### src/rtl/matrix_entry_ctrl_pkg.sv
// Shared definitions for the matrix-entry controller slice.
//   - state_t      : session FSM state encoding
//   - header layout: rows in [7:4], cols in [3:0] of the slot header word
//   - storage geometry defaults (words per slot, slot count)
//   - hdr_word()   : packs rows/cols into a header word
package matrix_entry_ctrl_pkg;

   typedef enum logic [2:0] {
      S_IDLE      = 3'd0,
      S_GET_ROWS  = 3'd1,
      S_GET_COLS  = 3'd2,
      S_GET_ELEM  = 3'd3,
      S_WRITE_HDR = 3'd4,
      S_DONE      = 3'd5,
      S_ERROR     = 3'd6
   } state_t;

   localparam int HDR_FIELD_W  = 4;
   localparam int HDR_ROWS_LSB = 4;
   localparam int HDR_COLS_LSB = 0;

   localparam int DEF_SLOT_WORDS = 32;
   localparam int DEF_NUM_SLOTS  = 8;

   function automatic logic [31:0] hdr_word(input logic [3:0] r, input logic [3:0] c);
      logic [31:0] w;
      w = '0;
      w[HDR_ROWS_LSB +: HDR_FIELD_W] = r;
      w[HDR_COLS_LSB +: HDR_FIELD_W] = c;
      return w;
   endfunction

endpackage

### src/rtl/matrix_entry_ctrl_err_countdown.sv
// Error countdown: a tick prescaler of CLK_FREQ cycles driving a seconds
// down-counter. Shared by FSM error paths that show a visible countdown.
// Ports:
//   clk, rst_n : clock, asynchronous active-low reset
//   load       : start a countdown at SECS seconds
//   clear      : force the counter to 0 (takes priority over load)
//   busy       : countdown in progress (secs != 0)
//   secs       : seconds remaining
//   expire     : high in the last cycle of the countdown; secs reads 0 next cycle
module matrix_entry_ctrl_err_countdown #(
   parameter int CLK_FREQ = 100_000_000,
   parameter int SECS     = 5
) (
   input  logic       clk,
   input  logic       rst_n,
   input  logic       load,
   input  logic       clear,
   output logic       busy,
   output logic [3:0] secs,
   output logic       expire
);

   localparam int TW = (CLK_FREQ > 1) ? $clog2(CLK_FREQ) : 1;

   logic [TW-1:0] tick;
   logic          wrap;

   assign wrap   = (tick == TW'(CLK_FREQ - 1));
   assign busy   = (secs != 4'd0);
   assign expire = (secs == 4'd1) && wrap;

   always_ff @(posedge clk or negedge rst_n) begin
      if (!rst_n) begin
         tick <= '0;
         secs <= 4'd0;
      end else if (clear) begin
         tick <= '0;
         secs <= 4'd0;
      end else if (load) begin
         tick <= '0;
         secs <= 4'(SECS);
      end else if (busy) begin
         if (wrap) begin
            tick <= '0;
            secs <= secs - 4'd1;
         end else begin
            tick <= tick + TW'(1);
         end
      end
   end

endmodule

### src/rtl/matrix_entry_ctrl.sv
// Matrix-entry session controller. Enables the UART number parser, takes
// rows, cols and rows*cols elements, writes the elements into the current
// storage slot and commits the slot with a header word. Bad input triggers
// a visible error countdown and then re-prompts the failed field.
// Ports:
//   clk, rst_n            : clock, asynchronous active-low reset
//   start, abort          : session control from the main FSM
//   num_valid, num_value  : parsed number from the parser
//   parse_err             : illegal character seen by the parser
//   parser_en             : parser enable (GET_ROWS/GET_COLS/GET_ELEM only)
//   mem_we/addr/data      : storage write port, one word per cycle
//   busy, done            : session active / slot committed pulse
//   err_active, err_secs  : error countdown status
//   cur_slot, valid_slots : slot in use / committed slot count (saturating)
module matrix_entry_ctrl
   import matrix_entry_ctrl_pkg::*;
#(
   parameter int CLK_FREQ    = 100_000_000,
   parameter int MAX_DIM     = 5,
   parameter int MAX_VAL     = 9,
   parameter int ERR_SECONDS = 5,
   parameter int SLOT_WORDS  = DEF_SLOT_WORDS,
   parameter int NUM_SLOTS   = DEF_NUM_SLOTS
) (
   input  logic        clk,
   input  logic        rst_n,
   input  logic        start,
   input  logic        abort,
   input  logic        num_valid,
   input  logic [31:0] num_value,
   input  logic        parse_err,
   output logic        parser_en,
   output logic        mem_we,
   output logic [7:0]  mem_addr,
   output logic [31:0] mem_data,
   output logic        busy,
   output logic        done,
   output logic        err_active,
   output logic [3:0]  err_secs,
   output logic [2:0]  cur_slot,
   output logic [3:0]  valid_slots
);

   state_t      state, state_nxt, ret, ret_nxt;
   logic [3:0]  rows, cols;
   logic [4:0]  idx;
   logic [2:0]  wr_ptr;
   logic [5:0]  total;
   logic        dim_ok, val_ok, last_elem;
   logic        latch_rows, latch_cols, elem_wr, hdr_wr, commit;
   logic        cd_load, cd_busy, cd_expire;
   logic [7:0]  base_addr, elem_addr;

   // Full 32-bit comparisons so oversized values can never alias into range.
   assign dim_ok    = (num_value >= 32'd1) && (num_value <= 32'(MAX_DIM));
   assign val_ok    = (num_value <= 32'(MAX_VAL));
   assign total     = {2'b00, rows} * {2'b00, cols};
   assign last_elem = ({1'b0, idx} == (total - 6'd1));

   assign base_addr = 8'(32'(cur_slot) * 32'(SLOT_WORDS));
   assign elem_addr = base_addr + 8'd1 + {3'b000, idx};

   assign hdr_wr  = (state == S_WRITE_HDR) && !abort;
   assign commit  = (state == S_DONE) && !abort;
   assign cd_load = (state_nxt == S_ERROR) && (state != S_ERROR);

   always_comb begin
      state_nxt  = state;
      ret_nxt    = ret;
      latch_rows = 1'b0;
      latch_cols = 1'b0;
      elem_wr    = 1'b0;
      if (abort) begin
         state_nxt = S_IDLE;
      end else begin
         case (state)
            S_IDLE: if (start) state_nxt = S_GET_ROWS;
            S_GET_ROWS: begin
               if (parse_err || (num_valid && !dim_ok)) begin
                  state_nxt = S_ERROR;
                  ret_nxt   = S_GET_ROWS;
               end else if (num_valid) begin
                  latch_rows = 1'b1;
                  state_nxt  = S_GET_COLS;
               end
            end
            // A bad column count re-prompts both dimensions.
            S_GET_COLS: begin
               if (parse_err || (num_valid && !dim_ok)) begin
                  state_nxt = S_ERROR;
                  ret_nxt   = S_GET_ROWS;
               end else if (num_valid) begin
                  latch_cols = 1'b1;
                  state_nxt  = S_GET_ELEM;
               end
            end
            S_GET_ELEM: begin
               if (parse_err || (num_valid && !val_ok)) begin
                  state_nxt = S_ERROR;
                  ret_nxt   = S_GET_ELEM;
               end else if (num_valid) begin
                  elem_wr = 1'b1;
                  if (last_elem) state_nxt = S_WRITE_HDR;
               end
            end
            S_WRITE_HDR: state_nxt = S_DONE;
            S_DONE:      state_nxt = S_IDLE;
            // Leave on the cycle the counter hits 0 so err_active and
            // err_secs drop together; !cd_busy is a safety exit only.
            S_ERROR: if (cd_expire || !cd_busy) state_nxt = ret;
            default:     state_nxt = S_IDLE;
         endcase
      end
   end

   always_ff @(posedge clk or negedge rst_n) begin
      if (!rst_n) begin
         state <= S_IDLE;
         ret   <= S_IDLE;
      end else begin
         state <= state_nxt;
         ret   <= ret_nxt;
      end
   end

   always_ff @(posedge clk or negedge rst_n) begin
      if (!rst_n) begin
         rows        <= 4'd0;
         cols        <= 4'd0;
         idx         <= 5'd0;
         wr_ptr      <= 3'd0;
         cur_slot    <= 3'd0;
         valid_slots <= 4'd0;
         parser_en   <= 1'b0;
         busy        <= 1'b0;
         err_active  <= 1'b0;
         done        <= 1'b0;
         mem_we      <= 1'b0;
         mem_addr    <= 8'd0;
         mem_data    <= 32'd0;
      end else begin
         if (latch_rows) rows <= num_value[3:0];
         if (latch_cols) begin
            cols <= num_value[3:0];
            idx  <= 5'd0;
         end
         if (elem_wr) idx <= idx + 5'd1;
         if ((state == S_IDLE) && start && !abort) cur_slot <= wr_ptr;
         if (commit) begin
            wr_ptr <= (wr_ptr == 3'(NUM_SLOTS - 1)) ? 3'd0 : wr_ptr + 3'd1;
            if (valid_slots != 4'(NUM_SLOTS)) valid_slots <= valid_slots + 4'd1;
         end
         parser_en  <= (state_nxt == S_GET_ROWS) || (state_nxt == S_GET_COLS) ||
                       (state_nxt == S_GET_ELEM);
         busy       <= (state_nxt != S_IDLE);
         err_active <= (state_nxt == S_ERROR);
         done       <= hdr_wr;
         mem_we     <= elem_wr || hdr_wr;
         if (elem_wr) begin
            mem_addr <= elem_addr;
            mem_data <= num_value;
         end else if (hdr_wr) begin
            mem_addr <= base_addr;
            mem_data <= hdr_word(rows, cols);
         end
      end
   end

   matrix_entry_ctrl_err_countdown #(
      .CLK_FREQ (CLK_FREQ),
      .SECS     (ERR_SECONDS)
   ) u_countdown (
      .clk    (clk),
      .rst_n  (rst_n),
      .load   (cd_load),
      .clear  (abort),
      .busy   (cd_busy),
      .secs   (err_secs),
      .expire (cd_expire)
   );

endmodule

### config.mk
export PLATFORM = sky130hd
export DESIGN_NAME = matrix_entry_ctrl
export DESIGN_NICKNAME = d
export VERILOG_FILES = /design/src/rtl/matrix_entry_ctrl_pkg.sv /design/src/rtl/matrix_entry_ctrl_err_countdown.sv /design/src/rtl/matrix_entry_ctrl.sv
export SDC_FILE = /design/constraint.sdc
export NUM_CORES = 1
export LEC_CHECK = 0
export ABC_AREA = 1
export CAP_MARGIN = 40
export CORE_MARGIN = 2
export CORE_UTILIZATION = 55
export DETAILED_ROUTE_END_ITERATION = 10
export GPL_TIMING_DRIVEN = 0
export PLACE_DENSITY = 0.9
export SYNTH_ARGS = -nofsm -noshare
export SYNTH_HDL_FRONTEND = slang
export SYNTH_SLANG_ARGS = --single-unit
### constraint.sdc
create_clock -name clk -period 4.38 [get_ports clk]
set_input_delay 0.876 -clock clk [delete_from_list [all_inputs] [get_ports clk]]
set_output_delay 0.876 -clock clk [all_outputs]
set_load 0.05 [all_outputs]
==> run metrics <==
outcome complete, no violations; f_max 287 MHz; Placed Cells incl. Taps 1019; mean post-synth cell area 7.79 sq um; syn_nets 848; GRT Total Usage 0.248; Filler cells 869; main combinational cell family by area after synthesis simple AND/OR/NAND/NOR gates; type of origin of the critical path flop; Post-DP HPWL 10600 um; synthesized-area fraction occupied by adder cells 0.0530; Remaining DRCs 0; initial core utilization 0.566; Synth Area in Simple Gates 0.315; Reg area 0.00260 sq mm; xor/xnor share of the synthesized area 0.0457; complex-gate fraction of the synthesized area 0.0663; first-pass GRT wire length 23600 um; Hold-fix buffers, CTS 0; Port Buffers 91; IO Pins 94; grt total ovfl 0; final WL 14000 um; warnings from Yosys 0; worst r2r src rows[1]$_DFFE_PN0P_; layout cells sized above 1 0.101; fraction of the cycle the final worst path needs 0.794; final hold violation count 0; relative slew slack 0.485; pin count of the biggest net entering global routing 71; Crit Path Class flop to flop; area of the multi-input gates 0.00294 sq mm; Power Total 0.00372 W; Reg clk slew, reported paths 0.11 ns; Hold Path Class input pin to asynchronous set/reset pin; PwrDens 500 mW/mm^2; vias in the first global route 5187; Yosys cell types 40; RSZ-0062 raised after global routing no; DIE WIDTH 110 um; CP max FO 6; Longest Clk Path Bufs 2; total setup buffers inserted after CTS 0; pin slew with the least headroom to its limit 0.766 ns; vias after detailed routing 5482; GP Congestion 0.943; crit path capture parser_en$_DFF_PN0_; Worst VDD drop 0.000490 V; crit path DAT 3.76 ns; Routed WL per cell 13.5 um; pre-CTS setup slack 0.972 ns; CTS tree built; non-filler instance count after layout 1035; fin. max-slew vios 0; Post-Synthesis Cells 787; Setup Skew 0.0163 ns; Antenna diodes 0; Core ar. 0.0108 sq mm; H-Tree Depth 3; CTS Buf Count 9; site row count 38; r2r worst-path depth 20; Worst setup EP type flop; Leak 3.57 nW; multiplexer share of the synthesized area 0; setup violators final 0; Clock Latency Late Sink 0.38 ns; Clock Sinks 104; initial DRC count 427; Die Y 110 um; post-cts sizing count 0; initial antenna violation count 0; drt via density 5.30; Synth Register Bits 104; Worst setup startpoint rows[1]$_DFFE_PN0P_; die area 0.0120 sq mm; post-layout worst setup margin 0.901 ns; R2R Path End parser_en$_DFF_PN0_; Util after Layout 0.687; count of antenna-violating nets left after detailed routing 0; DR pass1 iterations 5; critical path required time 4.66 ns; area of the mapped netlist 0.00613 sq mm; Root Driver clkbuf_8; Synth-to-Final Area Change 21.4%; Worst R2R Setup Slack 0.90 ns; register area share after synthesis 0.424; number of nets in the layout 951; crit path time final 3.48 ns; max_cap viols 0
[registers in the layout, indices dropped and copies added (netlist names), 4 cells and up]
name	flops
cols	4
idx	5
mem_addr	8
mem_data	32
rows	4
u_countdown.secs	4
u_countdown.tick	27
valid_slots	4
[cell families (layout without fill, tap and decap cells)]
group,count (synthesis),count (layout)
flops,104,104
xor+xnor,32,32
buf+inv,133,241
fa+ha+maj,23,23
compound gates,64,64
simple gates,431,431
[report_power, final]
group          total, W  internal [W]  switching, W
Combinational   0.00172      0.000588       0.00113
Clock          0.000609      0.000247      0.000362
Sequential      0.00139       0.00119      0.000205
Total           0.00372       0.00202       0.00170
[stage by stage]
stage	area (sq um)	TNS, ns	hold slack, ns
final	7450	0	0.445
after global placement	7220	-144.02	0.441
after global routing	7450	0	0.468
after floorplan	6130	0	0.422
after CTS	7450	0	0.461
after detailed placement	7240	0	0.445
[layout make-up]
cell class | instances | area share
Clock inverter | 5 | 0.00672
Sequential cell | 104 | 0.350
Buffer | 23 | 0.0235
Clock buffer | 11 | 0.0203
Timing Repair Buffer | 92 | 0.126
Inverter | 110 | 0.0555
Multi-Input combinational cell | 550 | 0.395
Tap cell | 140 | 0.0235
[layout by cell type, fill, tap and decap left out, types with 8 or more instances in the layout]
cell type        instances
xor2_1                  20
o21ai_2                 14
buf_4                    9
clkbuf_8                11
nand3_1                 51
nor2_1                  91
inv_1                  103
nand4_1                 16
ha_1                    18
a21oi_1                  8
o21ai_0                 30
nand2_1                209
clkdlybuf4s50_1         90
xnor2_1                 12
nand2_2                 17
nand3b_1                 8
dfrtp_1                104
nor3_1                  16
[critical path, cell delays in order (launching register included)]
cell and delay, ns:
dfrtp_1 0.47, nand2_1 0.08, ha_1 0.31, fa_1 0.49, fa_1 0.54, inv_1 0.04, ha_1 0.35, inv_1 0.08
nand2_1 0.07, nand2_1 0.06, nand2_1 0.04, nand2_1 0.05, nand3_1 0.09, nor2_1 0.16, nand2_1 0.10, nand2_1 0.07
nand2_1 0.05, nand2_1 0.09, nand2_2 0.08, nand2_1 0.10, inv_1 0.04
[worst min-delay path by stage]
stage / startpoint / to / slack, ns / cells past startpoint
floorplan: ret[0]$_DFFE_PN0P_ / ret[0]$_DFFE_PN0P_ / 0.42 / 2
global route: rst_n / mem_data[2]$_DFFE_PN0P_ / 0.47 / 1
CTS: rst_n / u_countdown.tick[16]$_DFFE_PN0P_ / 0.46 / 1
detailed placement: ret[0]$_DFFE_PN0P_ / ret[0]$_DFFE_PN0P_ / 0.45 / 2
global placement: ret[0]$_DFFE_PN0P_ / ret[0]$_DFFE_PN0P_ / 0.44 / 2
finish: rst_n / u_countdown.tick[16]$_DFFE_PN0P_ / 0.44 / 1
[synthesized netlist by cell type]
cell / n / share of area
nand2_1: 209 / 0.13
dfrtp_1: 104 / 0.42
inv_1: 103 / 0.063
nor2_1: 91 / 0.056
nand3_1: 51 / 0.042
o21ai_0: 30 / 0.024
xor2_1: 20 / 0.029
ha_1: 18 / 0.037
nand2_2: 17 / 0.017
nand4_1: 16 / 0.016
nor3_1: 16 / 0.013
o21ai_2: 14 / 0.020
xnor2_1: 12 / 0.017
a21oi_1: 8 / 0.0065
buf_4: 8 / 0.0098
nand3b_1: 8 / 0.0098
buf_2: 6 / 0.0049
inv_2: 6 / 0.0037
nor2_2: 6 / 0.0061
fa_1: 5 / 0.016
nor3b_1: 5 / 0.0061
o211ai_1: 5 / 0.0061
o2111ai_1: 4 / 0.0057
clkbuf_1: 3 / 0.0018
nor3_2: 3 / 0.0049
buf_12: 2 / 0.0065
buf_6: 2 / 0.0037
nand4_2: 2 / 0.0041
nor2_4: 2 / 0.0037
a22oi_1: 1 / 0.0012
buf_1: 1 / 0.00061
clkbuf_4: 1 / 0.0012
clkinv_1: 1 / 0.00061
nand2b_1: 1 / 0.0010
nand3_2: 1 / 0.0016
nor4_4: 1 / 0.0035
o21bai_1: 1 / 0.0012
o22ai_1: 1 / 0.0010
or2_2: 1 / 0.0010
or3_1: 1 / 0.0010
[metal layers]
layer | GRT usage | up-vias | share of wire
met5 | 0 | - | 0
met4 | 0.0931 | 0 | 0.022
met3 | 0.0427 | 31 | 0.052
met2 | 0.409 | 174 | 0.47
met1 | 0.329 | 2589 | 0.45
li1 | - | 2688 | -
Note: power is estimated with default switching activity, not from simulation.
==> patch: new RTL, same settings <==
Re-encode `state_t` (7 states) as Gray code, 3 bits wide.
--- a/src/rtl/matrix_entry_ctrl_pkg.sv
+++ b/src/rtl/matrix_entry_ctrl_pkg.sv
@@ -8,9 +8,9 @@
    typedef enum logic [2:0] {
-      S_IDLE      = 3'd0,
-      S_GET_ROWS  = 3'd1,
-      S_GET_COLS  = 3'd2,
-      S_GET_ELEM  = 3'd3,
-      S_WRITE_HDR = 3'd4,
-      S_DONE      = 3'd5,
-      S_ERROR     = 3'd6
+      S_IDLE      = 3'b000,
+      S_GET_ROWS  = 3'b001,
+      S_GET_COLS  = 3'b011,
+      S_GET_ELEM  = 3'b010,
+      S_WRITE_HDR = 3'b110,
+      S_DONE      = 3'b111,
+      S_ERROR     = 3'b101
    } state_t;
Behaviour: same outputs for any inputs over 4 cycles, from zero or initial values and one cycle with rst_n low; so few cycles prove little.
==> patch against the original RTL <==
Routed wire length fell by 1.5%. Area after synthesis is 3.7% lower. First-iteration DRC count fell by 29%. Sequential cell count unchanged. Cell area fell by 2.7%. Setup slack lost 0.12 ns. Cell count shrank 2.4%. Critical endpoint is now err_active.
Power is not compared: it rests on default switching activity, and its combinational part moved more than twofold at a synthesized area within 25%.
==> patch: results (changes against the original RTL) <==
| Metric | Value |
|---|---|
| Synth cell types | 38 (-5.0%) |
| Pre-CTS setup slack | 0.879 ns (-0.0932 ns) |
| Internal reg-to-reg setup slack | 0.78 ns (-0.12 ns) |
| Worst slew pin tran | 0.720 ns (-0.0455 ns) |
| Final Wtd Congestion | 0.965 (+2.3%) |
| Clock skew | 0.0139 ns (-0.00235 ns) |
| Min cycle time layout | 3.60 ns (+0.117 ns) |
| Global-route wire length before repair | 23600 um (+0.20%) |
| Share of cells above drive strength 1 | 4.92% (-5.1 points) |
| Placed inst area | 0.00702 mm^2 (-3.1%) |
| Hold WS | 0.486 ns (+0.0413 ns) |
| Post-Syn Nets | 826 (-2.6%) |
| Depth of the most critical reg-to-reg path | 16 (-20%) |
| Largest net degree at the start of global routing | 56 (-21%) |
| Status | complete, no violations |
| Placed cells | 994 (-2.5%) |
| Post-DP HPWL | 10500 um (-0.96%) |
| Synth area leaders | dfrtp_1 44%, nand2_1 15%, inv_1 6.5% |
| Vias per cell | 5.21 (-1.7%) |
| Seq/Total Area, Yosys | 44.1% (+1.6 points) |
| Commonest cells post-synth | 229 x nand2_1, 104 x dfrtp_1, 102 x inv_1, 92 x nor2_1, 41 x nand4_1 |
| Gate Count Post-Synth | 765 (-2.8%) |
| Vias in the first global route | 5161 (-0.50%) |
| Gr usage total | 25.6% (+0.74 points) |
| Final WL | 13800 um (-1.5%) |
| Min-Delay Path Class | flip-flop to flip-flop |
| Drt initial violations | 302 (-29%) |
| Vias | 5261 (-4.0%) |
## patch: cell type report
cell class | instances | area, um^2
plain buffers | 18 | 111
multi-input cells | 538 | 2790
clock inverters | 7 | 100
flip-flops and latches | 104 | 2600
repair buffers | 93 | 946
fillers | 831 | 3130
well taps | 136 | 170
clock buffers | 9 | 124
inverters | 105 | 399
## patch: per-layer routing
metal / global-route usage [%] / share of wire [%] / wire length (um) / vias to the layer above
met2: 41.8 / 49 / 6700 / 148
met3: 5.69 / 5.0 / 682 / 28
met1: 33.8 / 44 / 6080 / 2461
li1: - / - / - / 2624
met5: 0 / 0 / 0 / -
met4: 8.52 / 2.1 / 291 / 0
## patch: report_power, final
part | internal [mW] | switching (mW) | leakage [nW]
Clock | 0.281 | 0.367 | 0.105
Combinational | 0.247 | 0.471 | 2.21
Sequential | 1.05 | 0.0978 | 1.35
## patch: cells by family (layout without fill, tap and decap cells)
logic type	Yosys count	after routing	synth area share, %
buffers and inverters	123	232	8.65
xor gates and xnor gates	36	36	5.34
adders and majority gates	23	23	5.51
AOI/OAI and AO/OA	43	43	4.15
and+or+nand+nor	436	436	32.3
DFF	104	104	44.1
## patch: path summary, 6_finish.rpt
| path | start | to |
|---|---|---|
| max | rows[0] | err_active |
| min | mem_data[4] | mem_data[4] |
| max reg2reg | rows[0] | err_active |
| min reg2reg | mem_data[4] | mem_data[4] |
| max in group asynchronous | rst_n | mem_data[13] |
| min in group asynchronous | rst_n | valid_slots[3] |
